File: config.mk
export PLATFORM = sky130hd
export DESIGN_NAME = csa_arbiter
export DESIGN_NICKNAME = d
export VERILOG_FILES = /design/src/rtl/csa_arbiter.sv
export SDC_FILE = /design/constraint.sdc
export NUM_CORES = 1
export LEC_CHECK = 0
export CAP_MARGIN = 20
export CORE_ASPECT_RATIO = 1.1
export CORE_MARGIN = 2
export CORE_UTILIZATION = 45
export DETAILED_ROUTE_END_ITERATION = 10
export PLACE_DENSITY = 0.83
export SYNTH_ARGS = -nofsm -noshare
export SYNTH_HDL_FRONTEND = slang
export SYNTH_SLANG_ARGS = --single-unit
export TNS_END_PERCENT = 30
File: constraint.sdc
create_clock -name clk -period 4.8 [get_ports clk]
set_input_delay 1.44 -clock clk [delete_from_list [all_inputs] [get_ports clk]]
set_output_delay 1.44 -clock clk [all_outputs]
set_load 0.005 [all_outputs]
File: src/rtl/csa_arbiter.sv
// Two-requester arbiter sharing one 32-bit carry-select adder; res_ovf exists only
// when CSA_ARB_OVF_EN is defined.

// Purpose: 32-bit carry-select adder built from four 8-bit blocks.
// Latency: combinational.
// Backpressure: none.
module csa_add32 (
   input  logic [31:0] i_a,
   input  logic [31:0] i_b,
   input  logic        i_cin,
   output logic [31:0] o_sum,
   output logic        o_cout
);
   localparam int BW = 8;
   localparam int NB = 4;

   logic [NB:0] w_c;

   assign w_c[0] = i_cin;

   for (genvar g = 0; g < NB; g++) begin : g_blk
      logic [BW:0] w_s0;
      logic [BW:0] w_s1;
      // Both carry-in outcomes are ready before the block's carry arrives.
      assign w_s0 = {1'b0, i_a[g*BW +: BW]} + {1'b0, i_b[g*BW +: BW]};
      assign w_s1 = w_s0 + (BW+1)'(1);
      assign o_sum[g*BW +: BW] = w_c[g] ? w_s1[BW-1:0] : w_s0[BW-1:0];
      assign w_c[g+1]          = w_c[g] ? w_s1[BW]     : w_s0[BW];
   end

   assign o_cout = w_c[NB];
endmodule

// Purpose: grants one of two operand requesters, adds on the shared adder, holds the result.
// Latency: accept at cycle N gives res_valid at N+2; one result per 2 cycles at best.
// Backpressure: readys are low in CALC and in RESULT until res_ready; the result holds until taken.
module csa_arbiter #(
   parameter int PRIO_FIX = 0
) (
   input  logic        clk,
   input  logic        rst_n,
   input  logic        req0_valid,
   input  logic        req1_valid,
   output logic        req0_ready,
   output logic        req1_ready,
   input  logic [31:0] req0_a,
   input  logic [31:0] req0_b,
   input  logic        req0_cin,
   input  logic [31:0] req1_a,
   input  logic [31:0] req1_b,
   input  logic        req1_cin,
   output logic        res_valid,
   input  logic        res_ready,
   output logic [31:0] res_sum,
   output logic        res_cout,
   output logic        res_id
`ifdef CSA_ARB_OVF_EN
   ,
   output logic        res_ovf
`endif
);
   typedef enum logic [1:0] {IDLE, CALC, RESULT} state_t;

   state_t      r_state;
   state_t      w_state_nxt;
   logic        r_last;
   logic [31:0] r_a;
   logic [31:0] r_b;
   logic        r_cin;
   logic        r_op_id;
   logic        w_any;
   logic        w_win;
   logic        w_accept;
   logic        w_take;
   logic [31:0] w_sum;
   logic        w_cout;

   assign w_any = req0_valid | req1_valid;

   // r_last resets to 1 so requester 0 wins the first tie.
   always_comb begin
      w_win = ~req0_valid;
      if (PRIO_FIX == 0 && req0_valid && req1_valid) begin
         w_win = ~r_last;
      end
   end

   always_ff @(posedge clk or negedge rst_n) begin
      if (!rst_n) begin
         r_state <= IDLE;
      end else begin
         r_state <= w_state_nxt;
      end
   end

   always_comb begin
      w_state_nxt = r_state;
      w_accept    = 1'b0;
      case (r_state)
         IDLE: begin
            if (w_any) begin
               w_accept    = 1'b1;
               w_state_nxt = CALC;
            end
         end
         CALC: begin
            w_state_nxt = RESULT;
         end
         RESULT: begin
            if (res_ready) begin
               w_accept    = w_any;
               w_state_nxt = w_any ? CALC : IDLE;
            end
         end
         default: begin
            w_state_nxt = IDLE;
         end
      endcase
      req0_ready = w_accept & ~w_win & rst_n;
      req1_ready = w_accept &  w_win & rst_n;
   end

   assign w_take    = req0_ready | req1_ready;
   assign res_valid = (r_state == RESULT);

   csa_add32 u_add (
      .i_a    (r_a),
      .i_b    (r_b),
      .i_cin  (r_cin),
      .o_sum  (w_sum),
      .o_cout (w_cout)
   );

   always_ff @(posedge clk or negedge rst_n) begin
      if (!rst_n) begin
         r_last  <= 1'b1;
         r_a     <= '0;
         r_b     <= '0;
         r_cin   <= 1'b0;
         r_op_id <= 1'b0;
      end else if (w_take) begin
         r_last  <= w_win;
         r_a     <= w_win ? req1_a   : req0_a;
         r_b     <= w_win ? req1_b   : req0_b;
         r_cin   <= w_win ? req1_cin : req0_cin;
         r_op_id <= w_win;
      end
   end

   // Result registers load only in CALC, so a back-to-back accept cannot disturb them.
   always_ff @(posedge clk or negedge rst_n) begin
      if (!rst_n) begin
         res_sum  <= '0;
         res_cout <= 1'b0;
         res_id   <= 1'b0;
      end else if (r_state == CALC) begin
         res_sum  <= w_sum;
         res_cout <= w_cout;
         res_id   <= r_op_id;
      end
   end

`ifdef CSA_ARB_OVF_EN
   always_ff @(posedge clk or negedge rst_n) begin
      if (!rst_n) begin
         res_ovf <= 1'b0;
      end else if (r_state == CALC) begin
         res_ovf <= (r_a[31] == r_b[31]) && (w_sum[31] != r_a[31]);
      end
   end
`endif
endmodule

# Yosys cells after proc, flatten, opt, wreduce, memory -nomap -nowiden
# Cells that the tools add are included.
# W data, S select, Z words.
word_totals:
  reg_bits: 103
  inputBits: 135
  output_inout_bits: 37
  word_cells: 52
classes:
  n_addsub: 8
  eq_ne: 4
  mux: 19
  n_bitwise: 9
  n_reduce_logical: 3
op_table:
  columns: ["cell", "count"]
  rows:
  - ["$mux W32", 2]
  - ["$add A8 B8 Y9", 4]
  - ["$add A9 B1 Y9 const B", 4]
  - ["$mux W8", 4]
  - ["$mux W1", 9]
  - ["$pmux W2 S3", 1]
  - ["$and A1 B1 Y1", 4]
  - ["$mux W2", 2]
  - ["$not A1 Y1", 3]
  - ["$eq A2 B1 Y1 const B", 1]
  - ["$eq A2 B2 Y1 const B", 1]
  - ["$logic_not A2 Y1", 1]
  - ["$ne A2 B1 Y1 const B", 1]
  - ["$ne A2 B2 Y1 const B", 1]
  - ["$or A1 B1 Y1", 2]
  - ["$pmux W1 S2", 1]
  - ["$reduce_and A2 Y1", 1]
  - ["$logic_and A1 B1 Y1", 1]

# Longest topological paths before layout
# Gate-level depths: netlist of the first run.
logic_depth:
  ltp_word: 6
  mapped_depth: 13
  depth_no_buf: 13

# Hierarchy
# Synthesis of the first run repeated with hierarchy kept, for this count alone.
hier_totals:
  hier_cells: 723
  hier_area_um2: 6909.1
by_module_without_submodules:
  columns: ["mod", "instances", "cells_each", "area_per_inst_um2", "seq_area_each_um2"]
  rows:
  - ["csa_arbiter", 1, 473, 4973.5, 2578.7]
  - ["csa_add32", 1, 250, 1935.6, 0.0]

# Worst setup path after synthesis of the first run
# No wires, ideal clock.
synth_timing:
  path_type: "in2out"
  startpoint: "input req1_valid"
  endpoint: "output req1_ready"
  t_arrival_ns: 2.765
  required_time_ns: 3.360
  path_slack_ns: 0.595
  path_stages: 5
  path_buffers: 2
  path_cell_list: "inv_1 o21ai_1 clkbuf_1 clkbuf_1 and3_1"
synth_via:
  elab_chain_cells: 5
  word_cells_on_any_way: 8
  cone_classes: "4 x mux; 3 x bitwise; 1 x reduce/logical"
synth_rtl:
  columns: ["element", "line", "source"]
  rows:
  - ["from (decl)", "43", "input logic req1_valid,"]
  - ["$or A1 B1 Y1", "78", "assign w_any = req0_valid | req1_valid;"]
  - ["$mux W1, on equally long branches", "110, 101", null]
  - ["$pmux W1 S2", "99", "case (r_state)"]
  - ["$and A1 B1 Y1 (*) (2 in series)", "120", "req1_ready = w_accept & w_win & rst_n;"]
  - ["to (decl)", "45", "output logic req1_ready,"]
# Mark *: on every way between the ends. The rest lies on a longest branch, timed or not.

# Final worst setup path of the first run
layout_timing:
  startpoint: "input req0_valid"
  endpoint: "output req0_ready"
layout_via:
  elab_chain_cells: 5
  word_cells_on_any_way: 10
  cone_classes: "4 x mux; 5 x bitwise; 1 x reduce/logical"
layout_rtl:
  columns: ["element", "line", "source"]
  rows:
  - ["from (decl)", "42", "input logic req0_valid,"]
  - ["$or A1 B1 Y1 (tied with other cells)", "78", null]
  - ["$mux W1, on equally long branches", "110, 101, 83", null]
  - ["$pmux W1 S2 / $not A1 Y1 (equally long branches)", "99, 119", null]
  - ["$and A1 B1 Y1 (*) (2 in series)", "119", "req0_ready = w_accept & ~w_win & rst_n;"]
  - ["to (decl)", "44", "output logic req0_ready,"]
# Marks and branches as above.

==> results.cfg, run 1 <==
[run_status]
status = completed

[placed_design]
port_buffers = 171
gp_congestion = 0.8516
place_area_um2 = 8183
dp_cells = 1002
place.detailed.hpwl_um = 11050

[yosys]
ys_seq_area_share_pct = 40.86
async_flop_share_pct = 100.0
syn-cell-area_um2 = 6311
synth_area_leaders = dfrtp_1, mux2i_1, ha_1, a21oi_1, nor2_1
synth_nets = 842
yosysTopAreaCell = dfrtp_1
ys_ff_latch = 103
synth_cells = 667
synth.top_cell.area_share_pct = 40.44
synth_edf_count = 0
ys.flop_type = dfrtp_1
synth_cell_type_count = 60
yosys_warnings = 0
synth_area_per_cell_um2 = 9.462

[route]
drt_iter0_drc = 284
routed_wl_um = 14460
drc = 0
ant_nets = 0
via_per_inst = 5.178
vias = 5282
drt-pass1-iter-count = 4
wl_per_cell_um = 14.18

[global_routing]
overflow = 0
grt_max_degree = 133
grt_pass1_wl_um = 23760
grt_pass1_vias = 5161
track_usage_pct = 19.92
antenna_found_initial = 0

[sta]
worstMarginPinSlew_ns = 0.9308
rsz0062_at_grt = false
holdWs_ns = 0.4672
period_needed_ns = 4.565
setup_viol = 0
slew_viol_final = 0
hold_viol_final = 0
max_slew_margin_pct = 37.73
period_share_pct = 95.10
finalSetupTns_ns = 0
fmax_ghz = 0.2191
fin_worst_skew_ns = 0.005211

[die]
coreArea_um2 = 13740
initial_core_util_pct = 45.94
die_area_um2 = 14990
die_h_um = 128.2
row_count = 45
ios = 172
die_x_um = 116.9

[cts]
clk_latency_ns = 0.34
cts-root-buf = clkbuf_16
cts_tree = yes
cts_max_level = 3
cts-root-to-sink-buffers = 2
path_clk_slew_ns = 0.07
cts_setup_buffers = 0
cts_made_buffers = 9
cts_hold_buf = 0
clock_sinks = 103
cts_resized = 0

[worst_setup_path]
crit_path_end_kind = output port
crit_path_end = req0_ready
cp.required_ns = 3.36
cp_max_fo = 3
ff2ff_path_depth = 13
path_class = primary input to output port
regToRegSetupSlack_ns = 0.89
timing.rr.end = res_sum[28]
reg2reg_from = r_a[0]
critical_path_arrival_ns = 3.12
cp-start-kind = primary input
startpoint = req0_valid

[layout]
most-common-layout-cells = clkdlybuf4s50_1, dfrtp_1, nor2_1
fin_nets = 1002
syn2layout_area_growth_pct = 35.43
drive_gt1_share_pct = 5.529
design_area_um2 = 8547
antenna_cells = 0
mostFrequentLayoutCell = clkdlybuf4s50_1
fin_cells = 1020

[power_and_ir_drop]
power.leakage_uw = 0.003652
peakVddDrop_v = 0.0002879
p_per_area_nw_per_um2 = 756.5
finalPower_uw = 6466

[min_path]
hp-class = flip-flop to flip-flop

[job]
cap_violations = 0
stage by stage:
stage	utilization (%)	setup WS [ns]
2_1_floorplan	-	0.5955
3_3_place_gp	59.56	0.2709
3_5_place_dp	59.56	0.2424
4_1_cts	61.93	0.2361
5_1_grt	62.21	0.1104
6_report	62.21	0.2352
metal layers:
| metal | track usage, % | routed length (um) |
|---|---|---|
| met3 | 2.270 | 472 |
| met1 | 24.23 | 6162 |
| met5 | 0 | 0 |
| met2 | 35.09 | 7425 |
| met4 | 8.927 | 403 |
critical path, cell delays in order:
cell             delay [ns]
clkdlybuf4s50_1        0.52
o22ai_1                0.10
nor2_1                 0.16
and2_4                 0.17
nor2b_1                0.20
clkdlybuf4s50_1        0.53
state kept, by name, indices dropped and copies added (netlist names):
| signal | cells |
|---|---|
| res_sum | 32 |
| r_last | 1 |
| r_op_id | 1 |
| r_a | 32 |
| r_b | 32 |
| res_cout | 1 |
| r_cin | 1 |
| r_state | 2 |
| res_id | 1 |
cell type report:
type,instances,area (um2)
Clock buffer,13,260.3
Clock inverter,3,65.06
Fill cell,1191,5191
Inverter,10,37.54
Multi-Input combinational cell,525,3585
Sequential cell,103,2579
Tap cell,188,235.2
Timing Repair Buffer,178,1785
power by group:
group	internal (uW)	total [uW]	switching (uW)
Combinational	1910	4110	2200
Clock	485	793	308
Sequential	1300	1570	267
cell families (layout without fill, tap and decap cells):
family          after synthesis  in the layout  synth area share (%)
compound gates              176            176                 16.51
xor+xnor                     47             47                 6.999
fa+ha+maj                    40             40                 8.406
buf+inv                      39            204                 2.597
flops                       103            103                 40.86
mux                          67             67                 10.63
simple gates                195            195                 14.00
worst min-delay path by stage:
stage / start / endpoint / depth (start not counted)
after global routing: res_id / res_id / 2
after floorplan: r_op_id / res_id / 2
after detailed placement: r_op_id / res_id / 2
after global placement: r_op_id / res_id / 2
final: r_op_id / res_id / 2
after CTS: r_op_id / res_id / 2
synth_stat cells, types with 4 or more instances:
library cell,count
dfrtp_1,102
nor2_1,94
a21oi_1,86
mux2i_1,67
nand2_1,48
ha_1,36
o21ai_0,33
xnor2_1,28
clkbuf_1,22
xor2_1,15
a21o_1,11
inv_1,10
nand3_1,8
nand4_1,8
a211oi_1,7
a31oi_1,7
nor3_1,7
o21bai_1,6
buf_1,5
fa_1,4
nand2b_1,4
or3_1,4
Note: power is estimated with default switching activity, not from simulation.
==> run 2, diff against run 1 <==
GPL_ROUTABILITY_DRIVEN = 1   (was default)
==> results of run 2 <==
Same layout as run 1: the final DEF is identical, and so are final timing and power.
